[src/rtl/alu_flag_stage.sv]
// Flag stage after the add/sub datapath: derives Z/N/C/V, 1-cycle latency through a 2-entry skid FIFO.
// Backpressure: in_ready drops only when both entries are held; it never depends on out_ready combinationally.
module alu_flag_stage #(
    parameter int WIDTH = 8,
    parameter int CNT_W = 16
) (
    input  logic             clk,
    input  logic             rst_n,
    input  logic             in_valid,
    output logic             in_ready,
    input  logic [WIDTH-1:0] in_s,
    input  logic             in_cout,
    input  logic             in_a_msb,
    input  logic             in_b_msb,
    input  logic             in_sub,
    output logic             out_valid,
    input  logic             out_ready,
    output logic [WIDTH-1:0] out_s,
    output logic             out_z,
    output logic             out_n,
    output logic             out_c,
    output logic             out_v,
    output logic             sticky_v,
    input  logic             clr_sticky,
    output logic [CNT_W-1:0] res_cnt
);

    logic [WIDTH-1:0] r_s [2];
    logic [1:0]       r_z;
    logic [1:0]       r_n;
    logic [1:0]       r_c;
    logic [1:0]       r_v;
    logic             r_head;
    logic             r_tail;
    logic [1:0]       r_cnt;
    logic             r_live;
    logic             r_sticky;
    logic [CNT_W-1:0] r_res_cnt;

    logic             w_push;
    logic             w_pop;
    logic             w_rd;
    logic             w_z;
    logic             w_n;
    logic             w_c;
    logic             w_v;
    logic             w_b_eff;

    // Subtract feeds ~b to the adder, so overflow compares a against the effective b sign.
    assign w_b_eff = in_b_msb ^ in_sub;
    assign w_z     = (in_s == '0);
    assign w_n     = in_s[WIDTH-1];
    assign w_c     = in_cout ^ in_sub;
    assign w_v     = (in_a_msb == w_b_eff) && (in_s[WIDTH-1] != in_a_msb);

    assign in_ready  = r_live && (r_cnt != 2'd2);
    assign out_valid = (r_cnt != 2'd0);
    assign w_push    = in_valid && in_ready;
    assign w_pop     = out_valid && out_ready;

    // When empty, the head has already moved past the last popped entry; show that one instead.
    assign w_rd  = (r_cnt == 2'd0) ? ~r_head : r_head;
    assign out_s = r_s[w_rd];
    assign out_z = r_z[w_rd];
    assign out_n = r_n[w_rd];
    assign out_c = r_c[w_rd];
    assign out_v = r_v[w_rd];

    assign sticky_v = r_sticky;
    assign res_cnt  = r_res_cnt;

    always_ff @(posedge clk) begin
        if (!rst_n) begin
            for (int i = 0; i < 2; i++) begin
                r_s[i] <= '0;
            end
            r_z       <= '0;
            r_n       <= '0;
            r_c       <= '0;
            r_v       <= '0;
            r_head    <= 1'b0;
            r_tail    <= 1'b0;
            r_cnt     <= 2'd0;
            r_live    <= 1'b0;
            r_sticky  <= 1'b0;
            r_res_cnt <= '0;
        end else begin
            r_live <= 1'b1;
            if (w_push) begin
                r_s[r_tail] <= in_s;
                r_z[r_tail] <= w_z;
                r_n[r_tail] <= w_n;
                r_c[r_tail] <= w_c;
                r_v[r_tail] <= w_v;
                r_tail      <= ~r_tail;
            end
            if (w_pop) begin
                r_head    <= ~r_head;
                r_res_cnt <= r_res_cnt + CNT_W'(1);
            end
            case ({w_push, w_pop})
                2'b10:   r_cnt <= r_cnt + 2'd1;
                2'b01:   r_cnt <= r_cnt - 2'd1;
                default: r_cnt <= r_cnt;
            endcase
            // A V=1 pop in the same cycle as a clear keeps the sticky bit set.
            if (w_pop && out_v) begin
                r_sticky <= 1'b1;
            end else if (clr_sticky) begin
                r_sticky <= 1'b0;
            end
        end
    end

endmodule

[config.mk]
export PLATFORM = sky130hd
export DESIGN_NAME = alu_flag_stage
export DESIGN_NICKNAME = d
export VERILOG_FILES = /design/src/rtl/alu_flag_stage.sv
export SDC_FILE = /design/constraint.sdc
export NUM_CORES = 1
export LEC_CHECK = 0
export ABC_AREA = 1
export CORE_ASPECT_RATIO = 1.75
export CORE_MARGIN = 10
export CORE_UTILIZATION = 50
export CTS_CLUSTER_SIZE = 30
export DETAILED_ROUTE_END_ITERATION = 16
export PLACE_DENSITY = 0.87
export REMOVE_ABC_BUFFERS = 1
export SKIP_CTS_REPAIR_TIMING = 1
export SLEW_MARGIN = 5
export SYNTH_ARGS = -nofsm -noshare
export SYNTH_HDL_FRONTEND = slang
export SYNTH_SLANG_ARGS = --single-unit
[constraint.sdc]
create_clock -name clk -period 2.1 [get_ports clk]
set_input_delay 0.42 -clock clk [delete_from_list [all_inputs] [get_ports clk]]
set_output_delay 0.42 -clock clk [all_outputs]
set_load 0.05 [all_outputs]
# Word-level counts from Yosys, hierarchy flattened
# Memory sizes are Yosys's and may differ from the RTL's.
# Index checks and enable logic that the tools add are counted.
dict set report totals {
  input_bits 17
  output_inout_bits 31
  elab_cells 64
  memories 1
  reg_bits 30
  mem_bits_rw 16
}
# name words word_bits read_ports rd_ports_with_merged_regs write_ports line
set memory_table {}
lappend memory_table {r_s 2 8 1 0 2 28} ;# logic [WIDTH-1:0] r_s [2];
dict set report op_classes {
  n_lt_le_gt_ge 3
  mux 26
  eq_ne 5
  n_addsub 3
  bitwise 4
  n_reduce_logical 12
}
# operator count
set op_table {}
lappend op_table {{$mux 1} 19}
lappend op_table {{$add 16x1->16 const B} 1}
lappend op_table {{$bwmux 2} 4}
lappend op_table {{$logic_not 8->1} 1}
lappend op_table {{$mux 8} 1}
lappend op_table {{$reduce_or 8->1} 1}
lappend op_table {{$logic_and 1x1->1} 6}
lappend op_table {{$reduce_bool 2->1} 3}
lappend op_table {{$lt 1x2->1 const B} 2}
lappend op_table {{$pmux 2 s2} 1}
lappend op_table {{$add 2x1->2 const B} 1}
lappend op_table {{$eq 2x1->1 const B} 1}
lappend op_table {{$eq 2x2->1 const B} 1}
lappend op_table {{$logic_not 2->1} 1}
lappend op_table {{$ne 2x2->1 const B} 1}
lappend op_table {{$not 1->1} 2}
lappend op_table {{$sub 2x1->2 const B} 1}
lappend op_table {{$xor 1x1->1} 2}
lappend op_table {{$demux 1 s1} 1}
lappend op_table {{$eq 1x1->1} 1}
lappend op_table {{$ge 1x1->1 const B} 1}
lappend op_table {{$ne 1x1->1} 1}

# Depth between registers and ports, before layout
dict set report depth {
  depth_word 8
  depth_mapped 9
  mapped_depth_nobuf 9
}

# Worst setup path after synthesis
# OpenSTA, ideal clock, no wires.
dict set report synth_timing {
  path_type {reg2out}
  start {reg r_cnt[0]}
  end {out out_c}
  path_stages_with_launch 7
  t_arrival_ns 2.032
  path_buffers 1
  required_ns 1.680
  setup_slack_ns -0.352
  cell_sequence {dfxtp_1 > inv_2 > nand2_4 > nand2_2 > nand2_4 > buf_2 > o21ai_0}
}
dict set report synth_via {
  elab_chain_len 4
}
# element line
set synth_rtl {}
lappend synth_rtl {{start: declaration} 35} ;# logic [1:0] r_cnt;
lappend synth_rtl {{start signal: assignment} 102} ;# 2'b10: r_cnt <= r_cnt + 2'd1;
lappend synth_rtl {{start signal: assignment} 103} ;# 2'b01: r_cnt <= r_cnt - 2'd1;
lappend synth_rtl {{start signal: assignment} 104} ;# default: r_cnt <= r_cnt;
lappend synth_rtl {{$logic_not 2->1} 62} ;# assign w_rd = (r_cnt == 2'd0) ? ~r_head : r_head;
lappend synth_rtl {{$mux 1} 62}
lappend synth_rtl {{$mux 1 (implied by the code) (2 in series)} 66} ;# assign out_c = r_c[w_rd];
lappend synth_rtl {{end: declaration} 21} ;# output logic out_c,
# Every way passes these cells. The select of a mux whose other input is x is not followed.

# Worst setup path in the final report
dict set report layout_timing {
  start {reg r_res_cnt[6] (netlist: res_cnt[6])}
  end {out res_cnt[6]}
}
# element line
set layout_rtl {}
lappend layout_rtl {{start: declaration} 38} ;# logic [CNT_W-1:0] r_res_cnt;
lappend layout_rtl {{start signal: assignment} 99} ;# r_res_cnt <= r_res_cnt + CNT_W'(1);
lappend layout_rtl {{end: declaration} 25} ;# output logic [CNT_W-1:0] res_cnt
# No word-level cell between the ends.

==> run_results.csv <==
group,metric,value,unit
timing,maxSlewViolCount,0,
synthesis,synth_async_sr_flop_share,0,%
final_layout,layout.cells.non_filler,387,
setup_path,timing.critical_path.from,"res_cnt[6]",
drt,via_count,1949,
setup_path,start_to_end_type_of_the_worst_setup_path,"flop to primary output",
final_layout,final_nets,354,
floorplan,die-width,70.89,µm
synthesis,ys_dominant_reg_cell,"sky130_fd_sc_hd__dfxtp_1",
clock_network,cts.path.max_buffers,2,
min_path,worst_hold_path_type,"flop to flop",
setup_path,arrival,1.63,ns
min_path,hold_path_startpoint,"r_z[0]",
synthesis,share_of_synthesized_area_occupied_by_flip_flops_and_latches,47.71,%
timing,final_period_minus_worst_setup_slack,2.046,ns
setup_path,cp-start-kind,"flop",
timing,skew_final,0.009973,ns
timing,setup_viol,0,
setup_path,crit-reg2reg-capture,"r_cnt[1]",
global_routing,number_of_antenna_violations_at_the_first_check_in_global_routing,0,
drt,wl_per_cell,13.79,µm
clock_network,clkSinkCount,46,
pwr,max-vdd-ir-drop,0.5339,mV
placed_design,placement.io_buffers,47,
setup_path,cp_data_required_time,1.68,ns
timing,timing_worst_slew_pin_value,0.5227,ns
floorplan,number_of_cell_rows,32,
outcome,run_status,"finished clean",
pwr,pwr_density_cell,801.6,nW/µm²
setup_path,reg2regPathDepth,8,
placed_design,detailedPlacementHpwl,4.125,mm
clock_network,clockRootBuffer,"sky130_fd_sc_hd__clkbuf_8",
floorplan,placeable_core_region,4404,µm²
timing,tcrit_tclk_final,97.44,%
synthesis,synth-edff-count,16,
synthesis,yosysTopAreaCell,"sky130_fd_sc_hd__dfxtp_1",
synthesis,postSynthCellCount,276,
synthesis,synth.distinct_cells,33,
global_routing,grtUsageTotal,13.57,%
setup_path,worst_setup_path_end_kind,"primary output",
placed_design,dp_cells,376,
final_layout,drive_gt1_share,20.54,%
global_routing,grt_first_pass_wirelength,8.638,mm
job,max_cap_violations,0,
setup_path,crit_slowest_cell,"sky130_fd_sc_hd__clkdlybuf4s50_1",
clock_network,clock_latency,0.30,ns
synthesis,yosys_warnings,0,
synthesis,synth-seq-cells,46,
placed_design,gp_routability_congestion,0.7938,
setup_path,worstPathCellList,"clkdlybuf4s50_1",
timing,finalHoldViolCount,0,
min_path,timing.hold.worst_path_depth,2,
synthesis,synthTopCellsByArea,"sky130_fd_sc_hd__dfxtp_1 27%, sky130_fd_sc_hd__edfxtp_1 21%, sky130_fd_sc_hd__nand2_1 12%, sky130_fd_sc_hd__nor2_1 6.5%, sky130_fd_sc_hd__inv_1 5.6%",
clock_network,clock_pin_slew_of_the_registers_on_the_worst_case_setup_and_hold_paths,0.09,ns
drt,drt-vias-per-instance,5.036,
clock_network,cts_buffers,5,
floorplan,die_outline_area,7731,µm²
drt,initialDrtViolationCount,53,
clock_network,tritoncts_clock_tree,"done",
setup_path,timing.reg2reg.setup_slack,0.46,ns
timing,unrepaired_setup_endpoints_after_global_routing,"false",
synthesis,postSynthAreaPerCell,8.210,µm²
synthesis,synth_top_cells_by_count,"72 x sky130_fd_sc_hd__nand2_1, 39 x sky130_fd_sc_hd__nor2_1, 34 x sky130_fd_sc_hd__inv_1",
setup_path,cp_max_fo,6,
placed_design,place_area,2925,µm²
setup_path,critical_path.top_delay_family,"buffers and inverters",
timing,clock.fmax,488.7,MHz
floorplan,die-height,109.1,µm
final_layout,area_growth,34.46,%
floorplan,pin_count,48,
setup_path,timing.critical_path.slowest_cell_delay,0.86,ns
drt,detail-route-antenna-nets,0,
drt,detail_route.drc_violations,0,
final_layout,diodes,0,
drt,detail_route.wirelength,5.336,mm
setup_path,cp_num_cells,1,
synthesis,synth_most_common_cell,"sky130_fd_sc_hd__nand2_1",
global_routing,number_of_global_route_vias_before_repair,1977,
synthesis,netlist_area,2266,µm²
drt,drt-pass1-iter-count,4,
pwr,p_leak,1.303,nW
clock_network,ctsHtreeMaxLevel,2,
final_layout,finalInstanceArea,3047,µm²
setup_path,critical_path.reg2reg.startpoint,"r_cnt[0]",
global_routing,grt_max_degree,21,
timing,max_slew_margin,65.05,%
floorplan,start_util,51.45,%
global_routing,total_congestion_overflow,0,
min_path,hold-path-endpoint,"r_z[0]",
setup_path,buf_inv_on_cp,1,
synthesis,yosysTopAreaCellShare,26.50,%
stage by stage:
| stage | worst slack, ns | hold slack [ns] | TNS (ns) | util (%) | power, mW |
|---|---|---|---|---|---|
| final | 0.05382 | 0.4835 | 0 | 69.18 | 2.442 |
| after global routing | 0.01760 | 0.5090 | 0 | 69.18 | 2.553 |
| after CTS | 0.01024 | 0.4818 | 0 | 68.52 | 2.419 |
| after detailed placement | 0.2061 | 0.4411 | 0 | 66.42 | 1.875 |
| after global placement | 0.2518 | 0.4358 | 0 | 66.42 | 1.856 |
| after floorplan | -0.2332 | 0.4191 | -0.4664 | - | 1.485 |
where the power goes:
part           switching, mW  internal (mW)  total, mW
combinational          0.540          0.354      0.895
sequential            0.0268          0.965      0.992
clock                  0.317          0.238      0.555
how the worst max path moves through the flow:
| stage | slack [ns] | endpoint |
|---|---|---|
| floorplan | -0.23 | out_c |
| global placement | 0.25 | r_cnt[1] |
| detailed placement | 0.21 | r_cnt[1] |
| CTS | 0.01 | out_s[5] |
| global route | 0.02 | res_cnt[6] |
| finish | 0.05 | res_cnt[6] |
cells by family (layout without fill, tap and decap cells):
| family | after synthesis | in the layout | share of synthesized area [%] |
|---|---|---|---|
| fa+ha+maj | 2 | 2 | 1.104 |
| simple gates | 146 | 147 | 32.25 |
| flops | 46 | 46 | 47.71 |
| compound gates | 34 | 34 | 9.387 |
| buf+inv | 45 | 104 | 8.393 |
| xor+xnor | 3 | 3 | 1.160 |
cell type report:
| class | count | area, µm² |
|---|---|---|
| Clock buffer | 5 | 68.82 |
| Inverter | 40 | 152.6 |
| Fill cell | 334 | 1358 |
| Multi-Input combinational cell | 186 | 1003 |
| Tap cell | 51 | 63.81 |
| Sequential cell | 46 | 1084 |
| Clock inverter | 3 | 23.77 |
| Timing Repair Buffer | 56 | 650.6 |
cell usage in the layout, fill, tap and decap left out:
cell type / netlist / layout
sky130_fd_sc_hd__nor2_1: 39 / 39
sky130_fd_sc_hd__ha_1: 2 / 2
sky130_fd_sc_hd__o21a_1: 2 / 2
sky130_fd_sc_hd__nand3_4: 3 / 3
sky130_fd_sc_hd__nor2_8: 1 / 1
sky130_fd_sc_hd__o21ai_1: 0 / 2
sky130_fd_sc_hd__nand4_2: 1 / 1
sky130_fd_sc_hd__nor3_1: 1 / 1
sky130_fd_sc_hd__nor2_4: 3 / 3
sky130_fd_sc_hd__inv_2: 6 / 5
sky130_fd_sc_hd__or2_2: 1 / 1
sky130_fd_sc_hd__buf_12: 0 / 12
sky130_fd_sc_hd__nand2_4: 3 / 3
sky130_fd_sc_hd__clkbuf_8: 0 / 5
sky130_fd_sc_hd__nand3_1: 8 / 8
sky130_fd_sc_hd__o21ai_0: 14 / 12
sky130_fd_sc_hd__a21oi_1: 12 / 12
sky130_fd_sc_hd__inv_6: 0 / 1
sky130_fd_sc_hd__o21ai_2: 2 / 2
sky130_fd_sc_hd__nor2_2: 3 / 3
sky130_fd_sc_hd__edfxtp_1: 16 / 16
sky130_fd_sc_hd__nand2_2: 3 / 5
sky130_fd_sc_hd__buf_4: 1 / 12
sky130_fd_sc_hd__xor2_1: 2 / 2
sky130_fd_sc_hd__nand2_1: 72 / 71
sky130_fd_sc_hd__clkinvlp_4: 0 / 2
sky130_fd_sc_hd__nand3_2: 2 / 2
sky130_fd_sc_hd__dfxtp_1: 30 / 28
sky130_fd_sc_hd__inv_1: 34 / 34
sky130_fd_sc_hd__o22ai_2: 2 / 2
sky130_fd_sc_hd__xnor2_1: 1 / 1
sky130_fd_sc_hd__nand4_1: 5 / 5
sky130_fd_sc_hd__a21oi_2: 1 / 1
sky130_fd_sc_hd__dfxtp_2: 0 / 2
sky130_fd_sc_hd__a21oi_4: 1 / 1
sky130_fd_sc_hd__inv_4: 0 / 1
sky130_fd_sc_hd__nand4_4: 1 / 1
sky130_fd_sc_hd__clkdlybuf4s50_1: 0 / 32
registers in the layout, indices dropped and copies added, names as in the netlist:
signal and count:
r_n 2, r_head 1, res_cnt 16, r_tail 1, sticky_v 1, r_z 2, r_v 2, r_s 16
r_cnt 2, r_c 2, r_live 1
layer usage:
metal	track usage, %	vias up	share of wire, %
met1	12.56	893	37
met5	0	-	0
met4	8.611	0	2.6
li1	-	986	-
met3	3.276	10	5.5
met2	25.61	60	55
(Power assumes the default switching activity.)
